File: src/rtl/spi_slave_sync.sv
// SPI slave with clk-domain synchronizers: receives and transmits one
// M-bit word per LOAD-low frame, MSB first, SCLK idle low.
module spi_slave_sync #(
  parameter int unsigned M    = 15,
  parameter int unsigned SYNC = 2
) (
  input  logic         clk,
  input  logic         clr,
  input  logic         LOAD,
  input  logic         SCLK,
  input  logic         MOSI,
  input  logic [M-1:0] DI,
  output logic         MISO,
  output logic [M-1:0] DO,
  output logic         rx_valid,
  output logic         tx_ack,
  output logic         frm_err,
  output logic [M-1:0] sr_STX,
  output logic [M-1:0] sr_SRX,
  output logic [4:0]   cb_bit
);

  localparam int unsigned CW = 5;
  localparam logic [CW-1:0] FULL = CW'(M);

  typedef enum logic [1:0] {
    IDLE  = 2'd0,
    SHIFT = 2'd1,
    DONE  = 2'd2
  } state_t;

  state_t          state, state_n;
  logic [SYNC:0]   sclk_q, load_q, rdy_q;
  logic [SYNC-1:0] mosi_q;
  logic            pend_q, pend_n;
  logic [M-1:0]    stx_n, srx_n, do_n;
  logic [CW-1:0]   cnt_n;
  logic            rxv_n, ack_n, fe_n;

  logic sclk_rise, sclk_fall, load_rise, load_fall, mosi_s, ready;

  // Synchronizer chains; the extra stage on SCLK/LOAD feeds edge detection.
  // rdy_q masks the LOAD edge that the reset values would fake after release.
  always_ff @(posedge clk or posedge clr) begin
    if (clr) begin
      sclk_q <= '0;
      load_q <= '1;
      mosi_q <= '0;
      rdy_q  <= '0;
    end else begin
      sclk_q <= {sclk_q[SYNC-1:0], SCLK};
      load_q <= {load_q[SYNC-1:0], LOAD};
      mosi_q <= {mosi_q[SYNC-2:0], MOSI};
      rdy_q  <= {rdy_q[SYNC-1:0], 1'b1};
    end
  end

  assign ready     = rdy_q[SYNC];
  assign mosi_s    = mosi_q[SYNC-1];
  assign sclk_rise =  sclk_q[SYNC-1] & ~sclk_q[SYNC];
  assign sclk_fall = ~sclk_q[SYNC-1] &  sclk_q[SYNC];
  assign load_rise =  load_q[SYNC-1] & ~load_q[SYNC];
  assign load_fall = ~load_q[SYNC-1] &  load_q[SYNC] & ready;

  assign MISO = sr_STX[M-1];

  // State, shift registers, counter and output pulses.
  always_ff @(posedge clk or posedge clr) begin
    if (clr) begin
      state    <= IDLE;
      sr_STX   <= '0;
      sr_SRX   <= '0;
      cb_bit   <= '0;
      DO       <= '0;
      pend_q   <= 1'b0;
      rx_valid <= 1'b0;
      tx_ack   <= 1'b0;
      frm_err  <= 1'b0;
    end else begin
      state    <= state_n;
      sr_STX   <= stx_n;
      sr_SRX   <= srx_n;
      cb_bit   <= cnt_n;
      DO       <= do_n;
      pend_q   <= pend_n;
      rx_valid <= rxv_n;
      tx_ack   <= ack_n;
      frm_err  <= fe_n;
    end
  end

  // Next-state and datapath decisions; SCLK edges are applied before a
  // same-cycle LOAD rise closes the frame.
  always_comb begin
    state_n = state;
    stx_n   = sr_STX;
    srx_n   = sr_SRX;
    cnt_n   = cb_bit;
    do_n    = DO;
    pend_n  = pend_q;
    rxv_n   = 1'b0;
    ack_n   = 1'b0;
    fe_n    = 1'b0;
    case (state)
      IDLE: begin
        if (load_fall || pend_q) begin
          stx_n   = DI;
          srx_n   = '0;
          cnt_n   = '0;
          ack_n   = 1'b1;
          pend_n  = 1'b0;
          state_n = SHIFT;
        end
      end
      SHIFT: begin
        if (sclk_rise && (cb_bit < FULL)) begin
          srx_n = {sr_SRX[M-2:0], mosi_s};
          cnt_n = cb_bit + CW'(1);
        end
        if (sclk_fall && (cb_bit < FULL)) begin
          stx_n = {sr_STX[M-2:0], 1'b0};
        end
        if (load_rise) begin
          state_n = DONE;
        end
      end
      DONE: begin
        if (cb_bit == FULL) begin
          do_n  = sr_SRX;
          rxv_n = 1'b1;
        end else begin
          fe_n = 1'b1;
        end
        if (load_fall) begin
          pend_n = 1'b1;
        end
        state_n = IDLE;
      end
      default: state_n = IDLE;
    endcase
  end

endmodule

File: config.mk
export PLATFORM = sky130hd
export DESIGN_NAME = spi_slave_sync
export DESIGN_NICKNAME = d
export VERILOG_FILES = /design/src/rtl/spi_slave_sync.sv
export SDC_FILE = /design/constraint.sdc
export NUM_CORES = 1
export LEC_CHECK = 0
export BUFFER_PORTS_ARGS = -buffer_cell sky130_fd_sc_hd__buf_2
export CAP_MARGIN = 20
export CORE_ASPECT_RATIO = 0.75
export CORE_MARGIN = 2
export CORE_UTILIZATION = 52
export DETAILED_ROUTE_END_ITERATION = 12
export HOLD_SLACK_MARGIN = 0.02
export PLACE_DENSITY = 0.84
export RECOVER_POWER = 25
export SLEW_MARGIN = 20
export SYNTH_ARGS = -nofsm -noshare
export SYNTH_HDL_FRONTEND = slang
export SYNTH_SLANG_ARGS = --single-unit
File: constraint.sdc
create_clock -name clk -period 2.34 [get_ports clk]
set_input_delay 0.117 -clock clk [delete_from_list [all_inputs] [get_ports clk]]
set_output_delay 0.117 -clock clk [all_outputs]
set_load 0.005 [all_outputs]
Yosys cells after proc, flatten, opt, wreduce, memory -nomap -nowiden
Cells that the tools add are included.
{"block": "word_totals", "elab_cells": 64, "ff_bits": 67, "in_bits": 20, "output_inout_bits": 54}
{"block": "classes", "n_reduce_logical": 11, "n_eq_ne": 8, "n_mux": 21, "add_sub_neg": 1, "bitwise": 9, "n_lt_le_gt_ge": 1}
{"op": "$mux 15", "n": 4}
{"op": "$pmux 15 s2", "n": 2}
{"op": "$mux 5", "n": 2}
{"op": "$ne 2x2->1 const B", "n": 5}
{"op": "$pmux 5 s2", "n": 1}
{"op": "$reduce_and 3->1", "n": 3}
{"op": "$mux 1", "n": 8}
{"op": "$add 5x1->5 const B", "n": 1}
{"op": "$and 1x1->1", "n": 5}
{"op": "$eq 5x4->1 const B", "n": 1}
{"op": "$lt 5x4->1 const B", "n": 1}
{"op": "$mux 2", "n": 2}
{"op": "$not 1->1", "n": 4}
{"op": "$pmux 2 s2", "n": 1}
{"op": "$reduce_and 2->1", "n": 2}
{"op": "$reduce_bool 2->1", "n": 2}
{"op": "$eq 2x1->1 const B", "n": 1}
{"op": "$eq 2x2->1 const B", "n": 1}
{"op": "$logic_and 1x1->1", "n": 2}
{"op": "$logic_not 2->1", "n": 1}
{"op": "$pmux 1 s2", "n": 1}
{"op": "$logic_or 1x1->1", "n": 1}

Longest topological paths before layout
Gate-level depths: netlist (run 1).
{"block": "depth", "depth_word": 6, "ltp_mapped": 6, "mapped_depth_nobuf": 5}

Worst setup path before layout (run 1)
No wires, ideal clock.
{"block": "synth_timing", "path_kind": "flip-flop to flip-flop", "from": "register state[0]", "to": "register cb_bit[0]", "period_less_slack_ps": 1795, "setup_slack_ps": 545, "path_buffers": 2, "arrival_time_ps": 1670, "setup_ps": 125, "required_ps": 2215, "path_stages_with_launch": 7, "cell_sequence": "dfrtp_1 nor2b_1 buf_4 nand2_4 o31ai_4 buf_8 mux2_4"}
{"block": "synth_between", "elab_chain_cells": 3, "word_cells_on_any_way": 7, "classes_between": "eq/ne: 3; mux: 1; reduce/logical: 3"}
{"element": "start: declaration", "line_no": "32", "source": "state_t state, state_n;"}
{"element": "start signal: assignment", "line_no": "80", "source": "state <= state_n;"}
{"element": "$eq 2x1->1 or $logic_not 2->1 (tied branches)", "line_no": "104", "source": "case (state)"}
{"element": "$ne 2x2->1 (no line) or $reduce_bool 2->1 (tied branches)"}
{"element": "$reduce_and 3->1 (no line)"}
{"element": "end signal: assignment", "line_no": "83", "source": "cb_bit <= cnt_n;"}
{"element": "end: declaration", "line_no": "20", "source": "output logic [4:0] cb_bit"}
Parallel ways exist; a longest one is shown, timed or not.
A chain may end at the register's enable or synchronous reset.

Final worst setup path (run 1)
{"block": "layout_timing", "from": "register state[0]", "to": "register sr_SRX[3]"}
{"block": "layout_between", "elab_chain_cells": 3, "word_cells_on_any_way": 7, "classes_between": "eq/ne: 3; mux: 1; reduce/logical: 3"}
{"element": "$eq 2x1->1 or $logic_not 2->1 (tied branches)", "line_no": "104"}
{"element": "$ne 2x2->1 (no line) or $reduce_bool 2->1 (tied branches)"}
{"element": "$reduce_and 3->1 (no line)"}
{"element": "end signal: assignment", "line_no": "82", "source": "sr_SRX <= srx_n;"}
{"element": "end: declaration", "line_no": "19", "source": "output logic [M-1:0] sr_SRX,"}
Parallel ways exist; a longest one is shown, timed or not.

==> flow_metrics.py, run 1 <==
metrics = {
    "cells_and_area": {
        "seqCellArea_um2": 1680,
        "fillers": 412,
        "utilization_pct": 66.1,
        "multi_input_area_um2": 987,
        "num_antenna_cells": 0,
        "drive_above_1_share_pct": 42.0,
        "nNetsFinal": 336,
        "final_area_um2": 3480,
        "syn2layout_area_growth_pct": 25.0,
    },
    "floorplan": {
        "core_um2": 5270,
        "die_area_um2": 5970,
        "chipHeight_um": 67.4,
        "start_util_pct": 52.9,
        "io_pins": 74,
        "fp.dieW_um": 88.5,
        "num_rows": 23,
    },
    "placement": {
        "post_dp_cell_area_um2": 3220,
        "hpwl_um": 3570,
        "port_buffers": 73,
        "gp_congestion": 0.740,
    },
    "critical_path": {
        "worst-path-buf-inv": 0,
        "r2r_slack_ns": 0.16,
        "worstSetupEndpoint": "sr_SRX[3]",
        "worstPathRequired_ns": 2.55,
        "path_delay_family": "compound AO/OA/AOI/OAI gates",
        "slowest_stage": "o31ai_4",
        "start_kind": "flip-flop",
        "max_stage_delay_ns": 0.89,
        "crit_path_end_kind": "flip-flop",
        "reg2reg_to": "sr_SRX[3]",
        "r2r_start": "state[0]",
        "cp-startpoint": "state[0]",
        "arrival_ns": 2.39,
        "reg2reg_depth": 4,
        "cp_num_cells": 4,
        "worstSetupPathType": "reg2reg",
        "path_cells": "nor2b_2 > nand2_4 > o31ai_4 > mux2_2",
        "crit_fanout": 19,
    },
    "timing": {
        "slew_violations": 0,
        "tns_ns": 0,
        "fmax_mhz": 459,
        "holdWs_ns": 0.117,
        "worst_pin_slew_ns": 1.07,
        "post-route-period-util_pct": 93.1,
        "finalCriticalPeriod_ns": 2.18,
        "slew_headroom_pct": 28.6,
        "hold_violations": 0,
        "rsz0062_at_grt": "no",
        "setup_viol": 0,
        "finClkSkew_ns": 0.00708,
    },
    "yosys": {
        "syn_avg_cell_area_um2": 12.1,
        "yosysTopAreaCell": "dfrtp_1",
        "yosysMostFrequentCell": "dfrtp_1",
        "synth_seq_cells": 67,
        "syn_inst": 230,
        "ys.flop_type": "dfrtp_1",
        "synth_nets": 252,
        "yosysSeqAreaShare_pct": 60.3,
        "synthArstFlopShare_pct": 100,
        "synth_area_leaders": "dfrtp_1 (57%), mux2_2 (15%), nand2_1 (7.0%)",
        "synth-edff-count": 0,
        "ys_top_cells_by_count": "dfrtp_1 (64), nand2_1 (52), mux2_2 (38)",
        "synth_top_area_share_pct": 57.5,
        "synth.distinct_cells": 30,
        "synth_area_um2": 2790,
        "ys_warn_count": 0,
    },
    "clock_network": {
        "root_buffer": "clkbuf_8",
        "clk_pin_slew_ns": 0.07,
        "clk_path_buf_depth": 2,
        "cts_setup_buffers": 0,
        "holdBufCountCts": 5,
        "cts_resized": 0,
        "insertion_delay_ns": 0.33,
        "cts_inserted_buffers": 9,
        "cts_sinks": 67,
        "cts_tree": "done",
        "cts_htree_levels": 3,
    },
    "detailed_routing": {
        "vias_per_cell": 4.82,
        "wl_per_cell_um": 12.9,
        "drt-initial-drc-count": 69,
        "num_vias": 1900,
        "dr.pass1.iters": 4,
        "wl_um": 5080,
        "drc_errors": 0,
        "ant_nets": 0,
    },
    "global_routing": {
        "grt_first_pass_wirelength_um": 8190,
        "grt_pass1_vias": 1769,
        "grt_max_degree": 27,
        "grt.total_usage_pct": 18.4,
        "antenna_found_initial": 0,
        "grt_overflow": 0,
    },
    "min_path": {
        "hp-class": "in2reg",
    },
    "power_and_ir_drop": {
        "vdd_drop_max_v": 0.000545,
        "finalPower_mw": 3.41,
        "p_per_area_nw_per_um2": 978,
        "leakagePower_nw": 1.85,
    },
    "run": {
        "maxCapViolCount": 0,
    },
    "outcome": {
        "status": "finished, final reports clean",
    },
}
==> cells in the final DEF (no fill, tap or decap), types with 5 or more instances in the layout <==
| cell | netlist | routed |
|---|---|---|
| nor2_1 | 14 | 14 |
| clkbuf_8 | 0 | 12 |
| nand2_1 | 52 | 52 |
| mux2i_1 | 9 | 9 |
| dfrtp_1 | 64 | 64 |
| mux2_2 | 38 | 38 |
| inv_1 | 16 | 16 |
| buf_4 | 3 | 5 |
| clkbuf_1 | 5 | 5 |
| buf_2 | 1 | 69 |
| dlygate4sd3_1 | 0 | 5 |
==> state kept, by name, summed over array words and instances (netlist names), 2 cells and up <==
signal / flops
state: 2
sr_STX: 15
sr_SRX: 15
mosi_q: 2
DO: 15
load_q: 3
sclk_q: 3
cb_bit: 5
rdy_q: 3
==> kinds of logic (layout without fill, tap and decap cells) <==
family          count (synthesis)  count (layout)  synth area share (%)
buf+inv                        26             115                  4.36
compound gates                  8               8                  3.23
mux                            48              48                  19.1
flops                          67              67                  60.3
xor+xnor                        2               2                 0.629
simple gates                   76              76                  11.3
fa+ha+maj                       2               2                 0.898
other cells                     1               1                 0.135
==> worst min path at each step <==
stage,startpoint,end,slack (ns),cells past startpoint
floorplan,LOAD,load_q[0],0.12,0
global placement,clr,mosi_q[0],0.19,2
detailed placement,clr,DO[1],0.19,2
CTS,DI[4],sr_STX[4],0.10,4
global route,DI[7],sr_STX[7],0.13,4
finish,DI[6],sr_STX[6],0.12,4
==> layout make-up <==
class	instances	area share, %
multi-input combinational	137	28.3
clock buffer	13	4.85
timing repair buffer	83	12.9
inverter	16	1.72
tap	75	2.69
clock inverter	3	1.29
sequential	67	48.2
==> worst min-delay path: stages <==
cell	delay (ns)
buf_2	0.08
nand2_1	0.04
nand2_1	0.05
mux2_2	0.13
==> power by group <==
group	internal (mW)	leakage, nW	switching (mW)	total, mW
Clock	0.580	0.102	0.397	0.977
Sequential	1.35	0.875	0.142	1.49
Combinational	0.451	0.869	0.490	0.941
==> metal layers <==
layer	part of all wire, %	track usage [%]	wire, µm
met1	46	24.4	2320
met2	49	29.4	2490
met3	4.1	4.89	208
met4	1.2	6.82	62
met5	0	0	0
==> through the flow <==
step / std cells / worst slack [ns]
after floorplan: 230 / 0.545
after global placement: 373 / 0.245
after detailed placement: 373 / 0.177
after CTS: 394 / 0.149
after global routing: 394 / 0.0462
final: 394 / 0.161
Power figures use the tool's default switching activity.
==> run 2: changes to the inputs <==
--- a/config.mk
+++ b/config.mk
@@ -9,11 +9,12 @@
 export CAP_MARGIN = 20
 export CORE_ASPECT_RATIO = 0.75
 export CORE_MARGIN = 2
-export CORE_UTILIZATION = 52
+export CORE_UTILIZATION = 28
 export DETAILED_ROUTE_END_ITERATION = 12
 export HOLD_SLACK_MARGIN = 0.02
-export PLACE_DENSITY = 0.84
+export PLACE_DENSITY = 0.53
 export RECOVER_POWER = 25
+export REMOVE_ABC_BUFFERS = 1
 export SLEW_MARGIN = 20
 export SYNTH_ARGS = -nofsm -noshare
 export SYNTH_HDL_FRONTEND = slang
==> flow_metrics.py, run 2 (synthesis gave the netlist of run 1 again) <==
metrics = {
    "outcome": {
        "status": "finished, final reports clean",
    },
    "global_routing": {
        "grt_overflow": 0,
        "grt_first_pass_wirelength_um": 9810,
        "grt.total_usage_pct": 11.5,
        "antenna_found_initial": 0,
        "grt_pass1_vias": 1924,
        "grt_max_degree": 41,
    },
    "placement": {
        "gp_congestion": 0.772,
        "port_buffers": 73,
        "dp_slack_ns": 0.114,
        "placed_cells_incl_taps": 430,
        "hpwl_um": 3980,
    },
    "power_and_ir_drop": {
        "p_per_area_nw_per_um2": 1020,
        "leakagePower_nw": 1.90,
        "swShare_pct": 29.6,
        "p_clk_share_pct": 33.5,
        "p_sw_mw": 1.09,
        "vdd_drop_max_v": 0.000340,
        "finalPower_mw": 3.70,
        "pwr-share-seq_pct": 40.4,
        "combPwrFrac_pct": 26.0,
        "p_int_mw": 2.60,
    },
    "timing": {
        "worst_pin_slew_ns": 1.45,
        "fmax_mhz": 478,
        "finalCriticalPeriod_ns": 2.09,
        "tns_ns": 0,
        "rsz0062_at_grt": "no",
        "post-route-period-util_pct": 89.4,
        "finClkSkew_ns": 0.00481,
        "slew_violations": 0,
        "hold_violations": 0,
        "holdWs_ns": 0.119,
        "slew_headroom_pct": 3.04,
        "setup_viol": 0,
        "finalWorstSetupSlack_ns": 0.249,
    },
    "floorplan": {
        "start_util_pct": 28.9,
        "num_rows": 31,
        "io_pins": 74,
        "chipHeight_um": 90.4,
        "core_um2": 9660,
        "fp.dieW_um": 119,
        "die_area_um2": 10800,
    },
    "critical_path": {
        "arrival_ns": 2.29,
        "max_stage_delay_ns": 0.82,
        "worst-path-buf-inv": 0,
        "r2r_start": "state[0]",
        "worstPathRequired_ns": 2.54,
        "reg2reg_depth": 4,
        "r2r_slack_ns": 0.25,
        "crit_fanout": 15,
        "start_kind": "flip-flop",
        "cp-startpoint": "state[0]",
        "path_delay_family": "compound AO/OA/AOI/OAI gates",
        "worstSetupPathType": "reg2reg",
        "crit_path_end_kind": "flip-flop",
        "path_cells": "nor2b_2 > nand2_4 > o41ai_4 > mux2_2",
        "slowest_stage": "o41ai_4",
        "reg2reg_to": "sr_STX[13]",
    },
    "min_path": {
        "min_to": "sr_STX[3]",
        "hold_path_depth": 4,
        "min_from": "DI[3]",
        "hp-class": "in2reg",
    },
    "clock_network": {
        "cts_setup_buffers": 0,
        "holdBufCountCts": 5,
        "clk_pin_slew_ns": 0.05,
        "insertion_delay_ns": 0.32,
        "root_buffer": "clkbuf_16",
        "cts_resized": 0,
        "cts_sinks": 67,
        "clk_path_buf_depth": 2,
        "cts_htree_levels": 3,
        "cts_tree": "done",
        "cts_inserted_buffers": 9,
    },
    "detailed_routing": {
        "dr.pass1.iters": 4,
        "drt-initial-drc-count": 54,
        "ant_nets": 0,
        "wl_per_cell_um": 12.8,
        "drc_errors": 0,
        "wl_um": 5750,
        "num_vias": 1919,
        "vias_per_cell": 4.25,
    },
    "cells_and_area": {
        "final_cell_mix": "buf_2 (72), dfrtp_1 (64), nand2_1 (52)",
        "syn2layout_area_growth_pct": 30.4,
        "fin_cells": 451,
        "final_common_cell": "buf_2",
        "top_regs": "DO: 15 flops, sr_SRX: 15 flops, sr_STX: 15 flops",
        "nNetsFinal": 337,
        "drive_above_1_share_pct": 42.6,
        "num_antenna_cells": 0,
    },
    "run": {
        "maxCapViolCount": 0,
    },
}
run 2: cell count changes in the layout (fill, tap and decap cells not counted), sizes merged:
cell,before,now
bufinv,1,0
clkbuf,17,16
clkinvlp,2,0
clkinv,0,2
buf,74,76
run 2: layout make-up:
cell class	instances	area [µm²]
Clock buffer	13	270
Multi-Input combinational cell	137	987
Tap cell	132	165
Clock inverter	2	10.0
Fill cell	980	6020
Sequential cell	67	1680
Inverter	16	60.1
Timing Repair Buffer	84	460
run 2: tightest hold or removal path, stage by stage:
cell	delay [ns]
buf_2	0.07
nand2_1	0.04
nand2_1	0.05
mux2_2	0.13
run 2: worst max path at each step:
stage | depth (start not counted) | endpoint
2_1_floorplan | 4 | cb_bit[2]
3_3_place_gp | 4 | sr_SRX[13]
3_5_place_dp | 4 | sr_SRX[7]
4_1_cts | 4 | sr_SRX[9]
5_1_grt | 4 | sr_STX[10]
6_report | 4 | sr_STX[13]
run 2: power by group through the flow:
stage	clock [mW]	sequential, mW	combinational, mW
2_1_floorplan	0	1.51	0.574
3_3_place_gp	0	1.51	0.952
3_5_place_dp	0	1.52	0.966
4_1_cts	1.28	1.50	0.978
5_1_grt	1.33	1.53	1.08
6_report	1.24	1.50	0.961
run 2: through the flow:
stage	utilization [%]	area [µm²]
6_report	37.6	3630
5_1_grt	37.6	3630
4_1_cts	37.5	3630
3_5_place_dp	34.1	3300
3_3_place_gp	34.1	3300
2_1_floorplan	-	2730
run 2: layer usage:
layer,vias to the layer above,wire length [µm],GRT usage [%]
met5,-,0,0
li1,915,-,-
met1,956,2830,15.1
met3,9,180,3.22
met2,39,2620,17.8
met4,0,122,5.06
